[src/rtl/branch_resolve_queue.sv]
// Branch resolve queue: FIFO of fetch-time predictions, checked against execute outcomes; flush/redirect on mispredict.
// Latency: resolve -> flush/redirect_pc 1 cycle; empty/full/flags update on the edge after the push or pop.
// Backpressure: none; push while full (no pop) is dropped and sets overflow. BRANCH_RESOLVE_STATS_EN enables counters.
module branch_resolve_queue #(
  parameter int DEPTH = 4,
  parameter int PTR   = 2,
  parameter int AW    = 32
) (
  input  logic          clk,
  input  logic          rst_n,
  input  logic          push,
  input  logic          push_taken,
  input  logic [AW-1:0] push_fall,
  input  logic [AW-1:0] push_target,
  input  logic          resolve,
  input  logic          resolve_taken,
  input  logic [AW-1:0] resolve_target,
  output logic          flush,
  output logic [AW-1:0] redirect_pc,
  output logic          empty,
  output logic          full,
  output logic          overflow,
  output logic          underflow,
  output logic [31:0]   branch_count,
  output logic [31:0]   mispredict_count
);

  localparam logic [PTR:0] FULL_CNT = (PTR+1)'(DEPTH);

  logic [DEPTH-1:0] taken_q;
  logic [AW-1:0]    fall_q   [DEPTH];
  logic [AW-1:0]    target_q [DEPTH];

  logic [PTR-1:0] rd_q, rd_d;
  logic [PTR-1:0] wr_q, wr_d;
  logic [PTR:0]   cnt_q, cnt_d;
  logic           flush_q, flush_d;
  logic [AW-1:0]  redirect_q, redirect_d;
  logic           overflow_q, overflow_d;
  logic           underflow_q, underflow_d;

  logic          is_empty;
  logic          is_full;
  logic          pop;
  logic          head_taken;
  logic [AW-1:0] head_fall;
  logic [AW-1:0] head_target;
  logic          mispredict;
  logic [AW-1:0] redirect_addr;
  logic          wr_en;

  always_comb begin
    is_empty      = (cnt_q == '0);
    is_full       = (cnt_q == FULL_CNT);
    pop           = resolve && !is_empty;
    head_taken    = taken_q[rd_q];
    head_fall     = fall_q[rd_q];
    head_target   = target_q[rd_q];
    mispredict    = pop && ((resolve_taken != head_taken) ||
                            (resolve_taken && (resolve_target != head_target)));
    redirect_addr = resolve_taken ? resolve_target : head_fall;
    // A push alongside a mispredict is wrong-path and must not enter the queue.
    wr_en         = push && !mispredict && (!is_full || pop);
  end

  always_comb begin
    rd_d        = rd_q;
    wr_d        = wr_q;
    cnt_d       = cnt_q;
    flush_d     = 1'b0;
    redirect_d  = redirect_q;
    overflow_d  = overflow_q | (push && is_full && !pop);
    underflow_d = underflow_q | (resolve && is_empty);
    if (mispredict) begin
      rd_d       = '0;
      wr_d       = '0;
      cnt_d      = '0;
      flush_d    = 1'b1;
      redirect_d = redirect_addr;
    end else begin
      if (wr_en) wr_d = wr_q + 1'b1;
      if (pop)   rd_d = rd_q + 1'b1;
      case ({wr_en, pop})
        2'b10:   cnt_d = cnt_q + 1'b1;
        2'b01:   cnt_d = cnt_q - 1'b1;
        default: cnt_d = cnt_q;
      endcase
    end
  end

  always_ff @(posedge clk or negedge rst_n) begin
    if (!rst_n) begin
      rd_q        <= '0;
      wr_q        <= '0;
      cnt_q       <= '0;
      flush_q     <= 1'b0;
      redirect_q  <= '0;
      overflow_q  <= 1'b0;
      underflow_q <= 1'b0;
    end else begin
      rd_q        <= rd_d;
      wr_q        <= wr_d;
      cnt_q       <= cnt_d;
      flush_q     <= flush_d;
      redirect_q  <= redirect_d;
      overflow_q  <= overflow_d;
      underflow_q <= underflow_d;
    end
  end

  // Entry payload needs no reset: it is only read when cnt says it is valid.
  always_ff @(posedge clk) begin
    if (wr_en) begin
      taken_q[wr_q]  <= push_taken;
      fall_q[wr_q]   <= push_fall;
      target_q[wr_q] <= push_target;
    end
  end

`ifdef BRANCH_RESOLVE_STATS_EN
  logic [31:0] branch_count_q;
  logic [31:0] mispredict_count_q;

  always_ff @(posedge clk or negedge rst_n) begin
    if (!rst_n) begin
      branch_count_q     <= '0;
      mispredict_count_q <= '0;
    end else begin
      if (pop)        branch_count_q     <= branch_count_q + 32'd1;
      if (mispredict) mispredict_count_q <= mispredict_count_q + 32'd1;
    end
  end

  assign branch_count     = branch_count_q;
  assign mispredict_count = mispredict_count_q;
`else
  assign branch_count     = '0;
  assign mispredict_count = '0;
`endif

  assign flush       = flush_q;
  assign redirect_pc = redirect_q;
  assign empty       = is_empty;
  assign full        = is_full;
  assign overflow    = overflow_q;
  assign underflow   = underflow_q;

endmodule

[config.mk]
export PLATFORM = sky130hd
export DESIGN_NAME = branch_resolve_queue
export DESIGN_NICKNAME = d
export VERILOG_FILES = /design/src/rtl/branch_resolve_queue.sv
export SDC_FILE = /design/constraint.sdc
export NUM_CORES = 1
export LEC_CHECK = 0
export ABC_AREA = 1
export BUFFER_PORTS_ARGS = -buffer_cell sky130_fd_sc_hd__buf_4
export CORE_ASPECT_RATIO = 0.7
export CORE_UTILIZATION = 40
export DETAILED_ROUTE_END_ITERATION = 10
export GPL_ROUTABILITY_DRIVEN = 0
export HOLD_SLACK_MARGIN = 0.03
export MAX_ROUTING_LAYER = met4
export SYNTH_ARGS = -nofsm -noshare
export SYNTH_HDL_FRONTEND = slang
export SYNTH_SLANG_ARGS = --single-unit
[constraint.sdc]
create_clock -name clk -period 6.9 [get_ports clk]
set_input_delay 0.69 -clock clk [delete_from_list [all_inputs] [get_ports clk]]
set_output_delay 0.69 -clock clk [all_outputs]
set_load 0.01 [all_outputs]
==> impl_results.md, run 1 <==
- Outcome: completed
- Crit-path most repeated cell: nand2_1
- Nets: 1359
- Leak: 5.82 nW
- MaxCap Viol Count: 0
- CP Capture Type: flip-flop
- # DRC: 0
- Mapped Area: 12800 sq um
- Vias in the first global route: 8017
- Multi-input gate area: between 3000 and 4000 sq um
- Final Slew Violations: 0
- Sequential area share after synthesis: 0.691
- First-pass GRT wire length: 48.9 mm
- Largest net degree at the start of global routing: 97
- Post-synthesis cell type count: 32
- Synth Register Bits: slightly above 300
- Via count: ~8500
- Root buf cell: clkbuf_16
- Ant. Diodes: 0
- Arr. time, crit path: about 5.3 ns
- Post-CTS Setup Inserts: 0
- Detail Placement HPWL: 21.8 mm
- CP max FO: 96
- Core ar.: 31400 sq um
- Overall routing resource usage: 0.207
- Syn Inst Count: 1129
- FP Rows: 54
- Min cycle time layout: roughly 5 ns
- Power Density: 402 nW/um^2
- Asr flop ratio synth: 0.139
- WL/cell: 19.6 um
- # IOs: 203
- R2R cell count: 15
- RSZ-0062 raised after global routing: false
- Die footprint: approximately 33000 sq um
- Routed wire length: roughly 33 mm
- Hold buffer count at CTS: 0
- Htree depth: 1
- Post-synth top flop: edfxtp_1
- Placed cell count: 1641
- Clock Sinks: 302
- CTS Buffer Depth: 3
- # resized after CTS: 0
- Die Y-Extent: about 150 um
- Max IR drop VDD: 232 uV
- Non-Filler Instances: ~1700
- CTS tree: done
- Max Clock Freq: just under 200 MHz
- Detail Route Antenna Nets: 0
- Post-layout worst setup margin: 1.87 ns
- Final hold vios: 0
- CP Class: reg -> reg
- Hold slack: about 0.16 ns
- Critical path launch point type: flip-flop
- Worst skew pair latency: between 0.5 and 0.6 ns
- Critical Path RT: 7.12 ns
- Post-synth EDFFs: 260
- Initial antenna violation count: 0
- Sum of negative setup slack: 0 ns
- Vias/cell: 5.03
- Max-slew headroom: 0.348
- Fin crit share: 0.730
- Reg area: 8860 sq um
- Gr ovfl total: 0
- PortBufs: 138
- Final setup fails: 0
- Fill count: 2871
- 1st-pass router iterations: 5
- Initial DRC count: 658
- Fin area: around 15000 sq um
- Post-Route Utilization: 0.478
- Area growth, synth to finish: 16.8%
- Fraction of layout cells with a size suffix above 1: 0.166
- Worst Hold Class: in -> async
- Final Power: 6.02 mW
- Die W: 216 um
- Ys Warns: 0
- DP Area: 14000 sq um
- Starting density of the core: 0.409
- Worst path max stage delay: approximately 0.83 ns
- Clock skew: 0.0156 ns
- TritonCTS buffer count: 29
- Dpl ws: 1.93 ns
- Clock-pin slew on the worst setup and hold paths: 0.07 ns
- Least-Margin Pin Slew: between 0.9 and 1 ns
- Mean Syn Cell Area: 11.4 sq um
- Slowest library cell on the worst path: nor2_4
- CP Cell Sequence: inv_4 -> buf_4 -> nand2_1 -> nand3_1 -> nand2_1 -> nand2_1 -> nand4_1 -> nor2_1 -> nand2_1 -> nor2_1 -> nand3_2 -> nand2_4 -> nand3_2 -> nor2_4 -> buf_12
-- kinds of logic after synthesis --
| logic type | synth area share |
|---|---|
| AND/OR/NAND/NOR | 0.163 |
| flip-flops | 0.691 |
| buffers and inverters | 0.0701 |
| AO/OA/AOI/OAI | 0.0641 |
| XOR/XNOR | 0.00615 |
| adder cells (fa/ha/maj) | 0.00547 |
| other | 0.000292 |
-- sequential cells by signal, summed over array words and instances (netlist names) --
signal       cells
cnt_q            3
fall_q         128
flush            1
overflow         1
rd_q             2
redirect_pc     32
taken_q          4
target_q       128
underflow        1
wr_q             2
-- cells in the mapped netlist, drive strengths merged, types with 2 or more instances --
cell    count  area, sq um
a31oi      21          131
o21ai      90          450
clkbuf     30          113
nor2      113          424
nand2     293         1110
xnor2       7         61.3
buf        90          653
o22ai      32          200
edfxtp    260         7810
or2         6         37.5
nand4       2         12.5
a21oi       3         15.0
dfrtp      42         1050
nand3b      7         52.6
nand3      88          450
inv        34          133
xor2        2         17.5
a31o        2         17.5
ha          4         50.1
-- layout make-up --
type	instances	share of cell area
sequential	302	0.592
multi-input combinational	736	0.222
timing repair buffer	149	0.0772
clock buffer	31	0.0489
tap	420	0.0351
clock inverter	22	0.0159
inverter	34	0.00885
-- final timing paths --
kind | endpoint | slack [ns] | start
setup / recovery | target_q[2][14] | 1.87 | rd_q[0]
hold / removal | underflow | 0.16 | rst_n
setup reg to reg | target_q[2][14] | 1.87 | rd_q[0]
hold reg to reg | underflow | 0.48 | underflow
max in group asynchronous | rd_q[0] | 6.27 | rst_n
min in group clk | fall_q[1][10] | 0.33 | push_fall[10]
-- layout by cell type (no fill, tap or decap), types with 2 or more instances in the layout --
master / Yosys / final
nand2_1: 290 / 290
edfxtp_1: 260 / 260
buf_4: 69 / 146
nor2_1: 113 / 109
o21ai_0: 89 / 89
nand3_1: 86 / 86
conb_1: 1 / 64
dfrtp_1: 42 / 40
o22ai_1: 32 / 32
inv_1: 31 / 31
clkbuf_16: 0 / 29
a31oi_1: 21 / 21
nand3b_1: 7 / 7
xnor2_1: 7 / 7
clkinv_2: 0 / 7
clkinv_1: 0 / 6
or2_1: 5 / 5
bufinv_16: 0 / 5
nor2_4: 0 / 4
ha_1: 4 / 4
clkinvlp_4: 0 / 4
a21oi_1: 3 / 3
buf_12: 0 / 3
inv_4: 2 / 2
nand4_1: 2 / 2
nand3_2: 2 / 2
nand2_2: 2 / 2
a31o_2: 2 / 2
xor2_1: 2 / 2
clkbuf_1: 30 / 2
-- power by group --
group / internal [mW] / switching, mW / leakage, nW
combinational: 0.613 / 1.21 / 2.50
clock: 0.953 / 0.683 / 0.468
sequential: 2.37 / 0.189 / 2.86
-- worst max-delay path, delay by kind of cell, from the launching register on --
| kind | cells | cell delay (ns) |
|---|---|---|
| AND/OR/NAND/NOR | 12 | 2.29 |
| buffers and inverters | 3 | 1.50 |
| flip-flops | 1 | 0.74 |
-- per-layer routing --
metal,GRT usage,up-vias,routed length [um]
met1,0.291,4133,15300
li1,-,4026,-
met4,0.0468,0,648
met5,-,-,0
met3,0.0463,40,2730
met2,0.307,327,14500
(Power assumes the default switching activity.)
==> inputs of run 2 (changes only) <==
--- a/config.mk
+++ b/config.mk
@@ -5,7 +5,7 @@
 export SDC_FILE = /design/constraint.sdc
 export NUM_CORES = 1
 export LEC_CHECK = 0
-export ABC_AREA = 1
+export ABC_AREA = 0
 export BUFFER_PORTS_ARGS = -buffer_cell sky130_fd_sc_hd__buf_4
 export CORE_ASPECT_RATIO = 0.7
 export CORE_UTILIZATION = 40
==> constraint.sdc (replaced) <==
create_clock -name clk -period 4.5 [get_ports clk]
set_input_delay 0.45 -clock clk [delete_from_list [all_inputs] [get_ports clk]]
set_output_delay 0.45 -clock clk [all_outputs]
set_load 0.01 [all_outputs]
==> impl_results.md, run 2 <==
- Critical path launch point type: flip-flop
- Sequential area share after synthesis: 0.670 (-0.0212)
- Clock Sinks: 302 (unchanged)
- Clock power frac: 0.252 (-0.020)
- Outcome: completed
- Psw: 2.79 mW (+34%)
- Die W: 219 um (+1.6%)
- Max Clock Freq: 254 MHz (+28%)
- Detail Placement HPWL: 20.6 mm (-5.4%)
- Final hold vios: 0 (unchanged)
- Initial DRC count: 626 (-4.9%)
- Power Density: 586 nW/um^2 (+46%)
- Ys Warns: 0 (unchanged)
- Reg area: 8870 sq um (about the same)
- Worst Hold Class: in -> reg
- List of most frequent post-synthesis cells: edfxtp_1, buf_4, mux4_2
- Gr ovfl total: 0 (unchanged)
- Clock-pin slew on the worst setup and hold paths: 0.06 ns (about the same)
- Fraction of layout cells with a size suffix above 1: 0.278 (+0.113)
- Fill count: 2774 (-3.4%)
- Nets: 1070 (-21%)
- # IOs: 203 (unchanged)
- Area contributors post-synth: edfxtp_1, mux4_2, dfrtp_1
- Max IR drop VDD: 282 uV (+22%)
- CP Capture Type: flip-flop
- Critical Path Sink: cnt_q[2]
- FP Rows: 55 (+1.9%)
- Post-layout worst setup margin: 0.570 ns (-1.30 ns)
- WL/cell: 22.3 um (+14%)
- Largest net degree at the start of global routing: 66 (-32%)
- CP max FO: 37 (-61%)
- Final Slew Violations: 0 (unchanged)
- M2 GR Usage: 0.274 (-0.0321)
- Synth Register Bits: 302 (unchanged)
- Overall routing resource usage: 0.193 (-0.0137)
- Min cycle time layout: 3.93 ns (-1.10 ns)
- Non-Filler Instances: 1412 (-17%)
- First-pass GRT wire length: 47.1 mm (-3.7%)
- CTS tree: done
- Critical Path RT: 4.93 ns (-2.19 ns)
- Area leader, netlist: edfxtp_1
- Mean Syn Cell Area: 16.2 sq um (+42%)
- CTS Buffer Depth: 3 (unchanged)
- Area growth, synth to finish: 17.3%
- Die footprint: 33800 sq um (+3.1%)
- Least-Margin Pin Slew: 0.726 ns (-0.253 ns)
- Count leader, synth: edfxtp_1
- Top Usage Layer GRT: met1
- Routing usage on met1: 0.297 (+0.00540)
- Combinational Power Share: 0.300 (-0.002)
- MaxCap Viol Count: 0 (unchanged)
- Htree depth: 1 (unchanged)
- Critical Path Source: rd_q[0]
- Reg2Reg Setup Slack: 0.57 ns (-1.30 ns)
- Starting density of the core: 0.408 (-0.000857)
- Most frequent cells in the layout: edfxtp_1, buf_4, conb_1, mux4_2, mux2i_1
- Crit Reg-Reg Endpoint: cnt_q[2]
- Commonest non-fill, non-tap cell in the layout: edfxtp_1
- Core ar.: 32400 sq um (+3.4%)
- Post-synth top area share: 0.590 (-0.0187)
- Leak: 5.53 nW (-5.0%)
- Clock skew: 0.0143 ns (-0.00123 ns)
- PortBufs: 138 (unchanged)
- Asr flop ratio synth: 0.139 (unchanged)
- RSZ-0062 raised after global routing: false
- Reg-to-reg critical path startpoint: rd_q[0]
- Arr. time, crit path: 4.36 ns (-0.89 ns)
- Post-CTS Setup Inserts: 0 (unchanged)
- Final setup fails: 0 (unchanged)
- Max-slew headroom: 0.516 (+0.169)
- Post-synth top flop: edfxtp_1
- Sequential power share: 0.448 (+0.022)
- R2R cell count: 14 (-1)
- Placed cell count: 1358 (-17%)
- Global Route met3 Usage: 0.0299 (-0.0164)
- Via count: 7598 (-11%)
- Post-synthesis cell type count: 45 (+41%)
- # resized after CTS: 0 (unchanged)
- Initial antenna violation count: 0 (unchanged)
- # DRC: 0 (unchanged)
- CP Class: reg -> reg
- Mapped Area: 13200 sq um (+3.2%)
- Die Y-Extent: 154 um (+1.6%)
- Multi-input gate area: 3900 sq um (+17%)
- Worst skew pair latency: 0.55 ns (about the same)
- Dpl ws: 0.552 ns (-1.38 ns)
- Detail Route Antenna Nets: 0 (unchanged)
- Routed wire length: 31.5 mm (-5.3%)
- Hold buffer count at CTS: 1 (+1)
- Fin crit share: 0.873 (+0.144)
- Root buf cell: clkbuf_16
- 1st-pass router iterations: 6 (+1)
- Sw Share: 0.307 (-0.0387)
- Pint: 6.31 mW (+60%)
- Ant. Diodes: 0 (unchanged)
- Vias/cell: 5.38 (+6.9%)
- Post-synth EDFFs: 260 (unchanged)
- Syn Inst Count: 819 (-27%)
- Vias in the first global route: 7344 (-8.4%)
- TritonCTS buffer count: 29 (unchanged)
run 2: worst max-delay path, stage by stage (launching register included):
cell      delay [ns]
dfrtp_4         0.90
buf_4           0.28
mux4_2          0.52
xnor2_1         0.16
nand4_1         0.27
nor4_4          0.28
nand3_1         0.15
a21oi_1         0.24
fa_1            0.26
nor2b_1         0.07
nor2b_1         0.14
a31oi_1         0.16
nor2_1          0.07
a221oi_1        0.22
a21oi_1         0.07
run 2: cell families (layout without fill, tap and decap cells):
logic type,count (synthesis),in the layout,synth area share
AO/OA/AOI/OAI,103,103,0.0511
other,1,64,0.000283
XOR/XNOR,31,31,0.0205
adder cells (fa/ha/maj),5,5,0.00530
multiplexers,110,110,0.139
buffers and inverters,124,227,0.0581
flip-flops,302,302,0.670
AND/OR/NAND/NOR,143,143,0.0558
run 2: cell type report:
class	instances	area share
clock inverters	14	0.00750
clock buffers	39	0.0492
repair buffers	165	0.0840
well taps	427	0.0344
multi-input cells	456	0.251
inverters	9	0.00218
flip-flops and latches	302	0.571
run 2: stage by stage:
| stage | hold slack (ns) | utilization | setup TNS (ns) | cell area (sq um) | total power [mW] |
|---|---|---|---|---|---|
| floorplan | 0.154 | - | -378.84 | 13500 | 5.92 |
| detailed placement | 0.449 | 0.451 | 0 | 14600 | 6.89 |
| global placement | 0.443 | 0.451 | 0 | 14600 | 6.83 |
| finish | 0.0991 | 0.479 | 0 | 15500 | 9.10 |
| CTS | 0.0727 | 0.479 | 0 | 15500 | 9.20 |
| global route | 0.0803 | 0.479 | 0 | 15500 | 9.58 |
run 2: how the worst min path moves through the flow:
stage | startpoint | to | slack [ns] | cells past startpoint
3_5_place_dp | underflow | underflow | 0.45 | 1
4_1_cts | push_target[0] | target_q[3][0] | 0.07 | 1
2_1_floorplan | rst_n | cnt_q[0] | 0.15 | 0
3_3_place_gp | underflow | underflow | 0.44 | 1
6_report | push_target[0] | target_q[3][0] | 0.1 | 1
5_1_grt | push_target[0] | target_q[3][0] | 0.08 | 1
run 2: per-layer routing:
| metal | wire, um | vias to the layer above |
|---|---|---|
| li1 | - | 3382 |
| met4 | 418 | 0 |
| met3 | 2120 | 37 |
| met2 | 13900 | 320 |
| met5 | 0 | - |
| met1 | 15000 | 3859 |
run 2: power by group through the flow:
stage / sequential, mW / combinational, mW / clock, mW
floorplan: 4.00 / 1.92 / 0
global placement: 4.12 / 2.71 / 0
detailed placement: 4.13 / 2.76 / 0
CTS: 4.08 / 2.77 / 2.35
global route: 4.14 / 2.98 / 2.45
finish: 4.07 / 2.73 / 2.29
==> inputs of run 3 (changes only) <==
--- a/config.mk
+++ b/config.mk
@@ -7,12 +7,15 @@
 export LEC_CHECK = 0
 export ABC_AREA = 0
 export BUFFER_PORTS_ARGS = -buffer_cell sky130_fd_sc_hd__buf_4
+export CELL_PAD_IN_SITES_DETAIL_PLACEMENT = 1
+export CELL_PAD_IN_SITES_GLOBAL_PLACEMENT = 2
 export CORE_ASPECT_RATIO = 0.7
-export CORE_UTILIZATION = 40
+export CORE_UTILIZATION = 37
 export DETAILED_ROUTE_END_ITERATION = 10
 export GPL_ROUTABILITY_DRIVEN = 0
 export HOLD_SLACK_MARGIN = 0.03
 export MAX_ROUTING_LAYER = met4
+export PLACE_DENSITY_LB_ADDON = 0.1
 export SYNTH_ARGS = -nofsm -noshare
 export SYNTH_HDL_FRONTEND = slang
 export SYNTH_SLANG_ARGS = --single-unit
==> impl_results.md, run 3 (synthesis gave the netlist of run 2 again) <==
- Core ar.: 34900 sq um (+7.8%)
- Ant. Diodes: 0 (unchanged)
- Commonest non-fill, non-tap cell in the layout: edfxtp_1
- Via count: 7684 (+1.1%)
- Detail Route Antenna Nets: 0 (unchanged)
- # IOs: 203 (unchanged)
- Vias in the first global route: 8162 (+11%)
- Overall routing resource usage: 0.200 (+0.00653)
- Routed wire length: 35.2 mm (+12%)
- 1st-pass router iterations: 5 (-1)
- Power Density: 605 nW/um^2 (+3.1%)
- Least-Margin Pin Slew: 0.737 ns (+0.0109 ns)
- Hold slack: 0.0684 ns (-0.0307 ns)
- Min cycle time layout: 3.95 ns (+0.0161 ns)
- # DRC: 0 (unchanged)
- Critical Path RT: 4.95 ns (+0.02 ns)
- CTS Buffer Depth: 3 (unchanged)
- CP max FO: 33 (-11%)
- Fraction of layout cells with a size suffix above 1: 0.285 (+0.00696)
- RSZ-0062 raised after global routing: false
- Critical Path Source: rd_q[0]
- Root buf cell: clkbuf_16
- Die Y-Extent: 160 um (+3.9%)
- Leak: 5.60 nW (+1.1%)
- Clock Sinks: 302 (unchanged)
- First-pass GRT wire length: 53.0 mm (+13%)
- FP Rows: 57 (+3.6%)
- Most frequent cells in the layout: edfxtp_1, buf_4, conb_1, mux4_2, mux2i_1
- Combinational Power Share: 0.300 (about the same)
- Largest net degree at the start of global routing: 46 (-30%)
- Die W: 228 um (+3.9%)
- CP Class: reg -> reg
- Critical path launch point type: flip-flop
- Die footprint: 36500 sq um (+8.0%)
- Sw Share: 0.316 (+0.00921)
- Initial DRC count: 537 (-14%)
- HP Start: push_target[26]
- Worst Hold Class: in -> reg
- Pint: 6.49 mW (+2.8%)
- Vias/cell: 5.26 (-2.3%)
- Max Clock Freq: 253 MHz (-0.41%)
- Initial antenna violation count: 0 (unchanged)
- Non-Filler Instances: 1461 (+3.5%)
- Clock skew: 0.0304 ns (+0.0161 ns)
- Area growth, synth to finish: 18.6%
- # resized after CTS: 0 (unchanged)
- Sequential power share: 0.432 (-0.016)
- Gr ovfl total: 0 (unchanged)
- Max-slew headroom: 0.496 (-0.0199)
- Clock-pin slew on the worst setup and hold paths: 0.07 ns (about the same)
- MaxCap Viol Count: 0 (unchanged)
- Worst skew pair latency: 0.58 ns (+0.03 ns)
- Clock power frac: 0.268 (+0.016)
- Post-layout worst setup margin: 0.554 ns (-0.0161 ns)
- CTS tree: done
- Placed cell count: 1404 (+3.4%)
- WL/cell: 24.1 um (+8.2%)
- TritonCTS buffer count: 31 (+6.9%)
- Final Slew Violations: 0 (unchanged)
- Psw: 3.00 mW (+7.4%)
- Arr. time, crit path: 4.39 ns (+0.03 ns)
- Starting density of the core: 0.379 (-0.0296)
- Fin crit share: 0.877 (+0.00357)
- Final hold vios: 0 (unchanged)
- Final setup fails: 0 (unchanged)
- Max IR drop VDD: 252 uV (-11%)
- Nets: 1073 (+0.28%)
- Outcome: completed
- Dpl ws: 0.564 ns (+0.0121 ns)
- Htree depth: 1 (unchanged)
- CP Capture Type: flip-flop
- PortBufs: 138 (unchanged)
- Reg-to-reg critical path startpoint: rd_q[0]
- Detail Placement HPWL: 23.6 mm (+14%)
-- run 3: cell count changes in the layout (fill, tap and decap cells not counted) --
cell,change
clkbuf_1,-5
buf_4,+2
bufinv_16,+2
clkbuf_16,+2
clkinv_2,+2
buf_12,-1
clkinv_1,+1
inv_6,+1
-- run 3: cell type report --
| cell class | count | area, sq um |
|---|---|---|
| timing repair buffer | 166 | 1300 |
| inverter | 9 | 33.8 |
| fill | 3441 | 19300 |
| sequential | 302 | 8870 |
| clock inverter | 20 | 199 |
| clock buffer | 36 | 795 |
| tap | 472 | 591 |
| multi-input combinational | 456 | 3900 |
-- run 3: path summary, 6_finish.rpt --
kind | endpoint | slack, ns | cells after the start
worst max-delay path | cnt_q[2] | 0.55 | 13
min in group asynchronous | underflow | 0.45 | 2
max in group asynchronous | rd_q[1] | 3.57 | 2
worst max register to register | cnt_q[2] | 0.55 | 13
worst min-delay path | target_q[1][26] | 0.07 | 1
worst min register to register | underflow | 0.46 | 1
-- run 3: power groups by stage --
stage | Sequential, mW | Combinational (mW) | Clock [mW]
floorplan | 4.00 | 1.92 | 0
global placement | 4.12 | 2.83 | 0
detailed placement | 4.16 | 2.89 | 0
CTS | 4.11 | 2.90 | 2.61
global route | 4.17 | 3.10 | 2.71
finish | 4.09 | 2.85 | 2.54
-- run 3: metrics by stage --
stage / total power [mW] / setup TNS (ns) / utilization / instance area [sq um]
2_1_floorplan: 5.92 / -378.84 / - / 13500
4_1_cts: 9.62 / 0 / 0.449 / 15700
3_3_place_gp: 6.96 / 0 / 0.420 / 14700
3_5_place_dp: 7.05 / 0 / 0.420 / 14700
6_report: 9.48 / 0 / 0.449 / 15700
5_1_grt: 9.97 / 0 / 0.449 / 15700
-- run 3: metal layers --
metal | GRT usage | vias to the layer above | part of all wire
li1 | - | 3382 | -
met4 | 0.0406 | 0 | 0.018
met1 | 0.283 | 4035 | 0.48
met3 | 0.0311 | 43 | 0.043
met5 | - | - | 0
met2 | 0.306 | 224 | 0.46
-- run 3: critical path, cell delays in order (launching register included) --
cell and delay (ns):
dfrtp_4 0.91, mux4_2 0.60, xnor2_1 0.24, nand4_1 0.21, nor4_4 0.40, nand3_1 0.17
a21oi_1 0.23, fa_1 0.26, nor2b_1 0.08, nor2b_1 0.15, a31oi_1 0.17, nor2_1 0.06
a221oi_1 0.23, a21oi_1 0.08
-- run 3: what timing repair did --
action                    4_1_cts  5_1_grt
hold buffers                    1        0
setup buffers                   0        0
hold endpoints to repair       42        0
